<file path="config.mk">
export PLATFORM = sky130hd
export DESIGN_NAME = ex_mem_pipe_stage
export DESIGN_NICKNAME = d
export VERILOG_FILES = /design/src/rtl/ex_mem_pipe_stage.sv
export SDC_FILE = /design/constraint.sdc
export NUM_CORES = 1
export LEC_CHECK = 0
export ABC_AREA = 1
export BUFFER_PORTS_ARGS = -buffer_cell sky130_fd_sc_hd__buf_4
export CAP_MARGIN = 25
export CORE_ASPECT_RATIO = 0.75
export CORE_MARGIN = 3
export CORE_UTILIZATION = 45
export DETAILED_ROUTE_END_ITERATION = 8
export MAX_ROUTING_LAYER = met4
export PLACE_DENSITY = 0.79
export SYNTH_ARGS = -nofsm -noshare
export SYNTH_HDL_FRONTEND = slang
export SYNTH_SLANG_ARGS = --single-unit
</file>
<file path="constraint.sdc">
create_clock -name clk -period 7.3 [get_ports clk]
set_clock_uncertainty 0.05 [all_clocks]
set_input_delay 1.46 -clock clk [delete_from_list [all_inputs] [get_ports clk]]
set_output_delay 1.46 -clock clk [all_outputs]
set_load 0.03 [all_outputs]
</file>
<file path="src/rtl/ex_mem_pipe_stage.sv">
// EX->MEM elastic pipeline register: main + skid entry, valid/ready handshake,
// synchronous flush, bubble-gated control outputs, saturating stall counter.
module ex_mem_pipe_stage #(
  parameter int PC_LENGTH       = 32,
  parameter int DATA_LENGTH     = 32,
  parameter int WBSEL_WIDTH     = 2,
  parameter int RD_WIDTH        = 5,
  parameter int STALL_CNT_WIDTH = 16
) (
  input  logic                       clk,
  input  logic                       rst,
  input  logic                       i_valid,
  output logic                       o_ready,
  input  logic                       i_flush,
  input  logic [PC_LENGTH-1:0]       i_pc,
  input  logic [DATA_LENGTH-1:0]     i_aluout,
  input  logic [DATA_LENGTH-1:0]     i_rs2_out_fwd,
  input  logic                       i_memRW,
  input  logic                       i_regWEn,
  input  logic [WBSEL_WIDTH-1:0]     i_wbsel,
  input  logic [RD_WIDTH-1:0]        i_rd,
  output logic                       o_valid,
  input  logic                       i_ready,
  output logic [PC_LENGTH-1:0]       o_pc,
  output logic [DATA_LENGTH-1:0]     o_aluout,
  output logic [DATA_LENGTH-1:0]     o_rs2_out_fwd,
  output logic                       o_memRW,
  output logic                       o_regWEn,
  output logic [WBSEL_WIDTH-1:0]     o_wbsel,
  output logic [RD_WIDTH-1:0]        o_rd,
  output logic [STALL_CNT_WIDTH-1:0] o_stall_cnt
);

  typedef struct packed {
    logic [PC_LENGTH-1:0]   pc;
    logic [DATA_LENGTH-1:0] aluout;
    logic [DATA_LENGTH-1:0] rs2;
    logic                   memrw;
    logic                   regwen;
    logic [WBSEL_WIDTH-1:0] wbsel;
    logic [RD_WIDTH-1:0]    rd;
  } payload_t;

  localparam logic [STALL_CNT_WIDTH-1:0] CNT_ONE = {{(STALL_CNT_WIDTH-1){1'b0}}, 1'b1};

  payload_t in_pl;
  payload_t main_q, main_d, skid_q, skid_d;
  logic     main_valid_q, main_valid_d;
  logic     skid_valid_q, skid_valid_d;
  logic [STALL_CNT_WIDTH-1:0] stall_cnt_q, stall_cnt_d;
  logic     accept, drain;

  // Pack the incoming payload fields.
  always_comb begin
    in_pl        = '0;
    in_pl.pc     = i_pc;
    in_pl.aluout = i_aluout;
    in_pl.rs2    = i_rs2_out_fwd;
    in_pl.memrw  = i_memRW;
    in_pl.regwen = i_regWEn;
    in_pl.wbsel  = i_wbsel;
    in_pl.rd     = i_rd;
  end

  // Ready comes only from the skid flag, so there is no path from i_ready.
  assign o_ready = ~skid_valid_q;
  assign accept  = i_valid & ~skid_valid_q;
  assign drain   = main_valid_q & i_ready;

  // Next-state for main/skid entries; flush overrides accept and drain.
  always_comb begin
    main_d       = main_q;
    main_valid_d = main_valid_q;
    skid_d       = skid_q;
    skid_valid_d = skid_valid_q;
    if (i_flush) begin
      main_valid_d = 1'b0;
      skid_valid_d = 1'b0;
    end else if (skid_valid_q) begin
      // Skid full: nothing can be accepted; refill main from skid on drain.
      if (drain) begin
        main_d       = skid_q;
        skid_valid_d = 1'b0;
      end
    end else if (!main_valid_q || drain) begin
      if (accept) begin
        main_d       = in_pl;
        main_valid_d = 1'b1;
      end else begin
        main_valid_d = 1'b0;
      end
    end else if (accept) begin
      // Main held by backpressure: park the new payload in skid.
      skid_d       = in_pl;
      skid_valid_d = 1'b1;
    end
  end

  // Count backpressured cycles, saturating at all-ones.
  always_comb begin
    stall_cnt_d = stall_cnt_q;
    if (main_valid_q && !i_ready && (stall_cnt_q != '1))
      stall_cnt_d = stall_cnt_q + CNT_ONE;
  end

  // State registers with asynchronous reset.
  always_ff @(posedge clk or posedge rst) begin
    if (rst) begin
      main_q       <= '0;
      skid_q       <= '0;
      main_valid_q <= 1'b0;
      skid_valid_q <= 1'b0;
      stall_cnt_q  <= '0;
    end else begin
      main_q       <= main_d;
      skid_q       <= skid_d;
      main_valid_q <= main_valid_d;
      skid_valid_q <= skid_valid_d;
      stall_cnt_q  <= stall_cnt_d;
    end
  end

  assign o_valid       = main_valid_q;
  assign o_pc          = main_q.pc;
  assign o_aluout      = main_q.aluout;
  assign o_rs2_out_fwd = main_q.rs2;
  assign o_wbsel       = main_q.wbsel;
  assign o_rd          = main_q.rd;
  // Stale payload in an empty stage must never write memory or the regfile.
  assign o_memRW       = main_q.memrw  & main_valid_q;
  assign o_regWEn      = main_q.regwen & main_valid_q;
  assign o_stall_cnt   = stall_cnt_q;

endmodule

</file>
==> metrics.md, run 1 <==
| Metric | Value |
|---|---|
| Status | `finished clean` |
| Number of synthesized flops with an enable pin | `0` |
| Dpl hpwl | `15500 µm` |
| Hold endpoint | `skid_q[41]$_DFFE_PP0P_` |
| Filler Cell Count | `2215` |
| Die width | `187 µm` |
| Sequential-to-total area share from yosys stat | `51.3%` |
| IO Count | `233` |
| Fin crit period | `3.28 ns` |
| Fin. Hold Viols | `0` |
| Cell count of the worst reg-to-reg path | `6` |
| Actual slew at the worst max-slew pin | `0.891 ns` |
| CTS tree | `yes` |
| Max Clock Freq | `0.305 GHz` |
| Antenna diodes | `0` |
| Reg clk slew, reported paths | `0.06 ns` |
| Worst skew pair latency | `0.51 ns` |
| Cell taking the most area after synthesis | `dfrtp_1` |
| Leakage | `6.47 nW` |
| Vias in the first global route | `7689` |
| Drt drc | `0` |
| Worst hold stages | `2` |
| Synth warn | `0` |
| Largest net degree at the start of global routing | `120` |
| Routed Wire Length | `23000 µm` |
| Pwr Density | `307 nW/µm²` |
| Syn_nets | `1398` |
| # rows | `49` |
| R2r endpoint | `o_pc[9]$_DFFE_PP0P_` |
| Fin crit share | `45.0%` |
| Nets | `1492` |
| Top-count cell post-synth | `nand2_1` |
| Max FO, Critical Path | `116` |
| Unrepaired setup endpoints after global routing | `false` |
| Slew headroom | `40.6%` |
| Total CTS buffers | `24` |
| Final GP Congestion | `0.833` |
| Yosys top cell area share | `51.3%` |
| Final Max Slew Viols | `0` |
| Count of cells resized by post-cts repair | `0` |
| Sink Count | `228` |
| Drt initial violations | `521` |
| Hold Crit Class | `reg2reg` |
| Die ar. | `26600 µm²` |
| WP data required | `5.79 ns` |
| Wirelength per Cell | `13.3 µm` |
| Root Driver | `clkbuf_16` |
| Drt via density | `4.75` |
| Post-Syn Area | `11100 µm²` |
| Core Region | `24200 µm²` |
| Main synth FF type | `dfrtp_1` |
| Global-route usage over all layers | `17.2%` |
| Async SR Flop Fraction | `100%` |
| Flops & latches, synth | `228` |
| Die height | `142 µm` |
| Area contributors post-synth | `dfrtp_1, nand2_1, a21oi_2` |
| Startpoint types | `flip-flop` |
| Avg Inst Size Synth | `8.64 µm²` |
| CP Class | `reg2out` |
| Port Buf Inserts | `232` |
| Yosys cell types | `21` |
| Synth top cells by count | `nand2_1, dfrtp_1, o21ai_0` |
| First-pass GRT wire length | `37800 µm` |
| CTS H-Tree Depth | `1` |
| Final setup TNS | `0 ns` |
| FF-to-FF setup slack | `4.62 ns` |
| Peak supply drop | `0.200 mV` |
| Crit end category | `output port` |
| Share of layout cells above drive strength 1 | `27.2%` |
| Syn-to-layout area delta | `16.7%` |
| Setup Buffers After CTS | `0` |
| Starting Density | `46.0%` |
| Hold_sp | `skid_q[41]$_DFFE_PP0P_` |
| Total congestion overflow | `0` |
| Via count | `8212` |
| Final setup fails | `0` |
| DRT Pass-1 Iters | `5` |
| Worst Hold Slack | `0.430 ns` |
| R2r startpoint | `skid_valid_q$_DFF_PP0_` |
| Antenna-violating nets left | `0` |
| Synth Instances | `1287` |
| CP arrival | `1.77 ns` |
| Maximum root-to-sink buffer count | `3` |
| # hold bufs at CTS | `0` |
| Max-cap check violation count | `0` |
| Initial antenna violation count | `0` |
[through the flow]
step	area (µm²)	setup WS, ns	std cells	power [mW]	util (%)
floorplan	11100	2.81	1287	2.58	-
global placement	12100	3.47	1684	2.75	50.2
detailed placement	12200	3.52	1685	2.79	50.3
CTS	12900	3.96	1729	4.02	53.6
global route	13000	3.85	1730	4.20	53.7
finish	13000	4.02	1730	3.98	53.7
[worst max path at each step]
stage | slack, ns | start | cells past startpoint | to
CTS | 3.96 | skid_valid_q$_DFF_PP0_ | 2 | o_ready
finish | 4.02 | skid_valid_q$_DFF_PP0_ | 2 | o_ready
global route | 3.85 | i_flush | 7 | o_pc[10]$_DFFE_PP0P_
floorplan | 2.81 | rst | 1 | main_q[7]$_DFFE_PP0P_
global placement | 3.47 | i_ready | 7 | skid_q[56]$_DFFE_PP0P_
detailed placement | 3.52 | i_flush | 7 | o_aluout[23]$_DFFE_PP0P_
[worst max-delay path: stages (launching register included)]
cell and delay [ns]:
dfrtp_1 0.46, inv_6 0.53, buf_4 0.28
[area by class of cell]
cell class	instances	area (µm²)	area share (%)
multi-input combinational	756	3710	28.6
tap	331	414	3.19
sequential	228	5710	44.0
clock buffer	38	734	5.66
inverter	131	500	3.86
clock inverter	6	61.3	0.473
timing repair buffer	240	1850	14.2
[sequential cells by signal (all words and copies together), names as in the netlist]
name and cells:
o_pc 32, o_wbsel 2, o_valid 1, main_q 2
o_stall_cnt 16, skid_q 105, o_rd 5, o_aluout 32
o_rs2_out_fwd 32, skid_valid_q 1
[cell families after synthesis]
family | after synthesis | share of synthesized area (%)
and+or+nand+nor | 426 | 14.9
adders and majority gates | 1 | 0.113
AOI/OAI and AO/OA | 327 | 17.9
xor gates and xnor gates | 2 | 0.158
buffers and inverters | 303 | 15.5
DFF | 228 | 51.3
[placed cells by master, fill, tap and decap left out, types with 10 or more instances in the layout]
cell	instances
inv_1	128
buf_4	237
o21ai_1	79
a21oi_2	95
nand2_1	271
clkbuf_16	25
nand3_1	10
nor2_1	128
a21oi_1	11
dfrtp_1	228
o21ai_0	142
[where the power goes]
group	total, mW	switching [mW]	internal (mW)
combinational	1.02	0.628	0.394
sequential	1.74	0.182	1.56
clock	1.22	0.491	0.726
total	3.98	1.30	2.68
[layer usage]
layer	global-route usage, %	vias to the layer above	routed length, µm
met1	24.0	3799	10700
met3	3.64	30	1600
met4	3.35	0	394
met5	-	-	0
met2	26.5	225	10400
li1	-	4158	-
No activity file was read; power rests on OpenSTA's default activity.
==> inputs of run 2 (changes only) <==
PLACE_DENSITY = 0.77   (was 0.79)
clock period = 3.1 ns   (was 7.3 ns; I/O delays follow)
==> metrics.md, run 2 (synthesis results as in run 1) <==
| Metric | Value |
|---|---|
| Worst Hold Slack | `0.264 ns (-0.166 ns)` |
| Fin area | `13100 µm² (+1.0%)` |
| Final setup TNS | `0 ns (unchanged)` |
| Max Clock Freq | `0.451 GHz` |
| Drt via density | `4.72 (-0.51%)` |
| Startpoint types | `flip-flop` |
| Cell count of the worst reg-to-reg path | `6 (unchanged)` |
| Grt met1 use | `24.5% (+0.45 points)` |
| Starting Density | `46.0% (unchanged)` |
| Final setup fails | `0 (unchanged)` |
| Actual slew at the worst max-slew pin | `0.696 ns (-0.195 ns)` |
| Final Max Slew Viols | `0 (unchanged)` |
| Initial antenna violation count | `0 (unchanged)` |
| Max-cap check violation count | `0 (unchanged)` |
| Worst hold stages | `2 (unchanged)` |
| Dpl hpwl | `16100 µm (+3.9%)` |
| Hold Crit Class | `in2reg` |
| Fin. Hold Viols | `0 (unchanged)` |
| Reg clk slew, reported paths | `0.06 ns (about the same)` |
| Core Region | `24200 µm² (unchanged)` |
| Port Buf Inserts | `232 (unchanged)` |
| Via count | `8194 (-0.22%)` |
| Pwr Density | `725 nW/µm² (+140%)` |
| CP Class | `reg2out` |
| Status | `finished clean` |
| Worst skew pair latency | `0.51 ns (about the same)` |
| Total CTS buffers | `25 (+4.2%)` |
| Die height | `142 µm (unchanged)` |
| CP arrival | `1.55 ns (-0.22 ns)` |
| Total congestion overflow | `0 (unchanged)` |
| Routed Wire Length | `23800 µm (+3.1%)` |
| Root Driver | `clkbuf_16` |
| Unrepaired setup endpoints after global routing | `false` |
| Count of cells resized by post-cts repair | `0 (unchanged)` |
| Fin crit period | `2.22 ns` |
| Most frequent cells in the layout | `nand2_1, buf_4, dfrtp_1` |
| CTS tree | `yes` |
| Area after DPL | `12300 µm² (+0.86%)` |
| Commonest non-fill, non-tap cell in the layout | `nand2_1` |
| IO Count | `233 (unchanged)` |
| Fin crit share | `71.5%` |
| Max FO, Critical Path | `55 (-53%)` |
| Filler Cell Count | `2165 (-2.3%)` |
| Syn-to-layout area delta | `17.9%` |
| Met3 usage | `4.16% (+0.52 points)` |
| WP data required | `2.43 ns (-3.36 ns)` |
| Die width | `187 µm (unchanged)` |
| First-pass GRT wire length | `38700 µm (+2.3%)` |
| Peak supply drop | `0.501 mV (+150%)` |
| Slew headroom | `53.6% (+13 points)` |
| # hold bufs at CTS | `1 (+1)` |
| Drt drc | `0 (unchanged)` |
| Crit end category | `output port` |
| Antenna diodes | `0 (unchanged)` |
| Max FFs per register | `105 (unchanged)` |
| Sink Count | `228 (unchanged)` |
| Most flop-heavy register | `skid_q` |
| CTS H-Tree Depth | `1 (unchanged)` |
| Global-route usage over all layers | `17.9% (+0.64 points)` |
| Maximum root-to-sink buffer count | `3 (unchanged)` |
| Die ar. | `26600 µm² (unchanged)` |
| Share of layout cells above drive strength 1 | `27.6% (+0.40 points)` |
| Final GP Congestion | `0.820 (-1.5%)` |
| Utilization after layout | `54.2% (+0.54 points)` |
| Wirelength per Cell | `13.7 µm (+2.8%)` |
| Antenna-violating nets left | `0 (unchanged)` |
| Met2 usage in global routing | `27.6% (+1.1 points)` |
| Setup Buffers After CTS | `0 (unchanged)` |
| DRT Pass-1 Iters | `5 (unchanged)` |
| Largest net degree at the start of global routing | `125 (+4.2%)` |
| # rows | `49 (unchanged)` |
| Top Usage Layer GRT | `met2` |
| Leakage | `6.54 nW (+1.0%)` |
| Nets | `1498 (+0.40%)` |
| Vias in the first global route | `7616 (-0.95%)` |
| Drt initial violations | `478 (-8.3%)` |
-- run 2: critical path, stage by stage (launching register included) --
cell	delay, ns
dfrtp_1	0.46
inv_6	0.30
buf_4	0.23
-- run 2: final cells by class --
cell class,count,area [µm²],area share [%]
clock buffers,36,737,5.63
clock inverters,8,93.8,0.716
well taps,331,414,3.16
multi-input cells,756,3710,28.3
flip-flops and latches,228,5710,43.6
inverters,131,500,3.82
repair buffers,245,1940,14.8
-- run 2: final timing paths --
| kind | startpoint | endpoint | slack (ns) |
|---|---|---|---|
| max in group asynchronous | rst | o_aluout[17]$_DFFE_PP0P_ | 1.50 |
| worst max-delay path | skid_valid_q$_DFF_PP0_ | o_ready | 0.88 |
| min in group asynchronous | rst | skid_q[98]$_DFFE_PP0P_ | 0.54 |
| worst min register to register | skid_q[34]$_DFFE_PP0P_ | skid_q[34]$_DFFE_PP0P_ | 0.43 |
| worst min-delay path | i_flush | o_valid$_DFFE_PP0P_ | 0.26 |
| worst max register to register | skid_valid_q$_DFF_PP0_ | o_pc[4]$_DFFE_PP0P_ | 1.01 |
-- run 2: layer usage --
metal	vias up	routed length, µm
met4	0	510
met2	229	10700
met1	3754	10900
met3	38	1620
met5	-	0
li1	4173	-
-- run 2: metrics by stage --
| step | total power [mW] | cells | setup slack, ns |
|---|---|---|---|
| final | 9.50 | 1735 | 0.884 |
| after global routing | 10.0 | 1735 | 0.785 |
| after CTS | 9.62 | 1735 | 0.873 |
| after detailed placement | 6.60 | 1690 | 0.764 |
| after global placement | 6.50 | 1690 | 0.805 |
| after floorplan | 6.07 | 1287 | -0.550 |
-- run 2: power by group --
| part | switching, mW | internal [mW] | total, mW |
|---|---|---|---|
| combinational | 1.49 | 0.940 | 2.43 |
| clock | 1.16 | 1.81 | 2.97 |
| sequential | 0.430 | 3.67 | 4.10 |
